`src/rtl/approx_mul_sweep_ctrl.sv`:
```
// Exhaustive 8x8 operand sweep for characterising an approximate multiplier:
// drives every (a,b) pair, compares p_in to the exact product and accumulates error statistics.
module approx_mul_sweep_ctrl #(
  parameter int unsigned HOLD = 1
) (
  input  logic        clk,
  input  logic        rst_n,
  input  logic        start,
  input  logic        abort,
  output logic [7:0]  a_out,
  output logic [7:0]  b_out,
  input  logic [15:0] p_in,
  output logic        busy,
  output logic        done,
  output logic [16:0] num_correct,
  output logic [16:0] num_wrong,
  output logic [15:0] max_err,
  output logic [31:0] err_sum,
  output logic [7:0]  first_a,
  output logic [7:0]  first_b,
  output logic        first_valid,
  output logic [1:0]  dbg_state
);

  typedef enum logic [1:0] {
    S_IDLE = 2'd0,
    S_RUN  = 2'd1,
    S_DONE = 2'd2
  } state_t;

  localparam logic [3:0] HOLD_LAST = 4'(HOLD - 1);

  state_t      r_state;
  state_t      w_state_nxt;
  logic        w_clear;
  logic [3:0]  r_hold;
  logic [7:0]  r_a;
  logic [7:0]  r_b;
  logic [16:0] r_num_correct;
  logic [16:0] r_num_wrong;
  logic [15:0] r_max_err;
  logic [31:0] r_err_sum;
  logic [7:0]  r_first_a;
  logic [7:0]  r_first_b;
  logic        r_first_valid;

  logic        w_run_ok;
  logic        w_sample;
  logic        w_last;
  logic [15:0] w_exact;
  logic [15:0] w_err;

  // An abort edge never samples, even when the hold counter says it should.
  assign w_run_ok = (r_state == S_RUN) && !abort;
  assign w_sample = w_run_ok && (r_hold == HOLD_LAST);
  assign w_last   = (r_a == 8'hFF) && (r_b == 8'hFF);
  assign w_exact  = 16'(r_a) * 16'(r_b);
  assign w_err    = (p_in >= w_exact) ? (p_in - w_exact) : (w_exact - p_in);

  always_ff @(posedge clk or negedge rst_n) begin
    if (!rst_n) r_state <= S_IDLE;
    else        r_state <= w_state_nxt;
  end

  always_comb begin
    w_state_nxt = r_state;
    w_clear     = 1'b0;
    case (r_state)
      S_IDLE, S_DONE: begin
        if (start && !abort) begin
          w_state_nxt = S_RUN;
          w_clear     = 1'b1;
        end
      end
      S_RUN: begin
        if (abort)                    w_state_nxt = S_IDLE;
        else if (w_sample && w_last)  w_state_nxt = S_DONE;
      end
      default: w_state_nxt = S_IDLE;
    endcase
  end

  always_ff @(posedge clk or negedge rst_n) begin
    if (!rst_n) begin
      r_hold        <= '0;
      r_a           <= '0;
      r_b           <= '0;
      r_num_correct <= '0;
      r_num_wrong   <= '0;
      r_max_err     <= '0;
      r_err_sum     <= '0;
      r_first_a     <= '0;
      r_first_b     <= '0;
      r_first_valid <= 1'b0;
    end else if (w_clear) begin
      r_hold        <= '0;
      r_a           <= '0;
      r_b           <= '0;
      r_num_correct <= '0;
      r_num_wrong   <= '0;
      r_max_err     <= '0;
      r_err_sum     <= '0;
      r_first_a     <= '0;
      r_first_b     <= '0;
      r_first_valid <= 1'b0;
    end else if (w_run_ok) begin
      r_hold <= w_sample ? 4'd0 : r_hold + 4'd1;
      if (w_sample) begin
        if (w_err == 16'd0) r_num_correct <= r_num_correct + 17'd1;
        else                r_num_wrong   <= r_num_wrong + 17'd1;
        r_err_sum <= r_err_sum + {16'd0, w_err};
        if (w_err > r_max_err) r_max_err <= w_err;
        if ((w_err != 16'd0) && !r_first_valid) begin
          r_first_a     <= r_a;
          r_first_b     <= r_b;
          r_first_valid <= 1'b1;
        end
        // Final pair leaves the operands parked at (255,255).
        if (!w_last) begin
          r_b <= r_b + 8'd1;
          if (r_b == 8'hFF) r_a <= r_a + 8'd1;
        end
      end
    end
  end

  assign a_out       = r_a;
  assign b_out       = r_b;
  assign busy        = (r_state == S_RUN);
  assign done        = (r_state == S_DONE);
  assign num_correct = r_num_correct;
  assign num_wrong   = r_num_wrong;
  assign max_err     = r_max_err;
  assign err_sum     = r_err_sum;
  assign first_a     = r_first_a;
  assign first_b     = r_first_b;
  assign first_valid = r_first_valid;
  assign dbg_state   = r_state;

endmodule
```
`config.mk`:
```
export PLATFORM = sky130hd
export DESIGN_NAME = approx_mul_sweep_ctrl
export DESIGN_NICKNAME = d
export VERILOG_FILES = /design/src/rtl/approx_mul_sweep_ctrl.sv
export SDC_FILE = /design/constraint.sdc
export NUM_CORES = 1
export LEC_CHECK = 0
export CORE_MARGIN = 2
export CORE_UTILIZATION = 38
export DETAILED_ROUTE_END_ITERATION = 8
export SKIP_CTS_REPAIR_TIMING = 1
export SYNTH_ARGS = -nofsm -noshare
export SYNTH_HDL_FRONTEND = slang
export SYNTH_SLANG_ARGS = --single-unit
```
`constraint.sdc`:
```
create_clock -name clk -period 7.9 [get_ports clk]
set_clock_uncertainty 0.05 [all_clocks]
set_input_delay 1.975 -clock clk [delete_from_list [all_inputs] [get_ports clk]]
set_output_delay 1.975 -clock clk [all_outputs]
set_load 0.02 [all_outputs]
```
==> reports/metrics.cfg <==
[timing]
fmax_ghz=0.123
hold_viol=0
rsz0062_at_grt=true
worst_slack_ps=-229
worst_pin_slew_ps=958
fin_crit_sh_pct=103
setup-violations-final=41
period_needed_ps=8130
slew_headroom_pct=36.1
maxSlewViolCount=0

[final_layout]
syn2layout_area_growth_pct=43.9
seq_area_mm2=0.00304
finalNetCount=1725
fill_cells=2573
antennaDiodeCount=0
multi_input_area_mm2=0.00774
drive_gt1_share_pct=24.7

[floorplan]
fp.dieW_um=172
dieArea_mm2=0.0296
io_pins=139
start_util_pct=38.6
die_h_um=172
fp-row-count=61
coreArea_mm2=0.0278

[route]
vias_per_cell=5.22
vias=10192
drt_first_pass_iters=5
ant_nets=0
drc=0
routed_wirelength_um=32600
drt-initial-drc-count=724
wire_per_inst_um=16.7

[critical_path]
worst-setup-path-type=reg -> reg
crit_path_end_kind=flop
crit_slowest_cell=fa_1
path_max_fanout=6
startpoint_type=flop
required_ps=8190
cpPeakStageDelay_ps=570
arrival_ps=8420
crit_top_cell=a21oi_2

[power]
switchingPower_uw=1150
p_int_uw=1930
p_leak_uw=0.00722
p_comb_share_pct=45.2
total_power_uw=3080
power_density_mw_per_mm2=199
switching_share_pct=37.3
p_seq_share_pct=27.0
ir_drop_mv=0.124
power.share.clock_pct=27.9

[outcome]
status=finished, violations left
violations=negative setup slack

[logic_synthesis]
synth.avg_cell_area_um2=8.58
synth_top_cell_by_area=dfrtp_1
synth_area_leaders=dfrtp_1, ha_1, fa_1
synth.distinct_cells=72
synth_edf_count=0
synth_commonest_cells=nor2_1, nand2_1, inv_1
synthCells=1251
ys_seq_area_share_pct=28.2
syn_area_mm2=0.0107
yosysTopAreaCellShare_pct=28.2
synth-main-ff-cell=dfrtp_1
synth.most_common_cell=nor2_1
synth_seq_cells=121
synthArstFlopShare_pct=100
synth_warnings=0
synth_nets=1416

[placed_design]
pre_cts_ws_ps=-602
place.gp.congestion=0.890
dp_hpwl_um=24100
port_buffers=138

[global_routing]
grt_max_degree=73
antenna_found_initial=0
grtUsageTotal_pct=21.5
grt_pass1_wl_um=50600
grt_overflow=0
grt_pass1_vias=9673

[cts]
cts.clk_slew.worst_paths_ps=60
cts.path.max_buffers=2
clock_sink_count=121
htree_levels=4
cts_root_buf=clkbuf_16
clock_latency_ps=430
cts_buffers=17
cts_tree=built

[min_path]
hold_class=reg -> reg

[run]
cap_violations=0

worst max-delay path, delay by kind of cell, from the launching register on:
family,cells,cell delay [ps]
muxes,1,330
and+or+nand+nor,6,1270
DFF,1,410
buffers and inverters,7,690
xor gates and xnor gates,1,170
adders and majority gates,7,2880
AOI/OAI and AO/OA,14,2200
metal layers:
layer,global-route usage (%),vias up,part of all wire [%]
met5,0,-,0
met4,5.52,0,1.9
met3,2.66,42,3.8
met2,36.1,239,48
met1,29.3,4954,46
li1,-,4957,-
kinds of logic after synthesis:
group | after synthesis | share of synthesized area, %
simple gates | 446 | 19.3
compound gates | 251 | 16.6
buf+inv | 178 | 6.62
fa+ha+maj | 145 | 19.6
flops | 121 | 28.2
xor+xnor | 62 | 5.13
mux | 48 | 4.50
cell usage in the layout (no fill, tap or decap), types with 8 or more instances in the layout:
cell and count:
nand2_1 121, a21o_1 23, nand4_1 18, a41o_1 14
o211ai_1 10, dfrtp_1 109, and3_1 16, fa_1 35
xnor2_1 43, a31oi_4 12, mux2i_1 41, buf_4 175
o21ai_1 9, clkdlybuf4s50_1 137, ha_1 99, xor2_1 11
nand3_1 33, o31ai_1 10, inv_2 8, clkbuf_16 20
a21oi_1 32, o21a_1 9, buf_6 17, inv_1 112
dfrtp_2 12, nand2b_1 16, nor2_2 11, nor3_1 18
o21ai_0 26, a21oi_2 15, o21bai_1 8, nor2_1 146
final cells by class:
cell class / count / share of cell area [%]
Timing Repair Buffer: 336 / 19.6
Clock inverter: 15 / 1.39
Tap cell: 378 / 3.06
Multi-Input combinational cell: 953 / 50.1
Clock buffer: 17 / 2.75
Sequential cell: 121 / 19.7
Inverter: 131 / 3.37
sequential cells by signal (all words and copies together) (netlist names):
| signal | flops |
|---|---|
| a_out | 8 |
| b_out | 8 |
| dbg_state | 2 |
| err_sum | 32 |
| first_a | 8 |
| first_b | 8 |
| first_valid | 1 |
| max_err | 16 |
| num_correct | 17 |
| num_wrong | 17 |
| r_hold | 4 |
final timing paths:
path / cells past startpoint / start / to / slack, ps
worst max-delay path: 36 / b_out[4] / err_sum[26] / -230
worst min-delay path: 2 / first_a[1] / first_a[1] / 470
worst max register to register: 36 / b_out[4] / err_sum[26] / -230
worst min register to register: 2 / first_a[1] / first_a[1] / 470
max in group asynchronous: 2 / rst_n / b_out[3] / 4740
min in group asynchronous: 1 / rst_n / num_wrong[11] / 1550
power by group through the flow:
stage	combinational (uW)	clock, uW	sequential [uW]
after floorplan	596	0	916
after global placement	1220	0	833
after detailed placement	1240	0	834
after CTS	1250	868	827
after global routing	1520	899	842
final	1390	857	829
stage by stage:
step	setup TNS [ps]	instance area, um2	instances	utilization (%)	hold WS (ps)
3_5_place_dp	-19940	13700	1875	49.3	470
2_1_floorplan	0	10900	1251	-	456
4_1_cts	-22970	14300	1907	51.6	478
3_3_place_gp	-14640	13700	1875	49.3	459
5_1_grt	-24470	15400	1951	55.6	491
6_report	-2700	15400	1951	55.6	474
No activity file was read; power rests on OpenSTA's default activity.
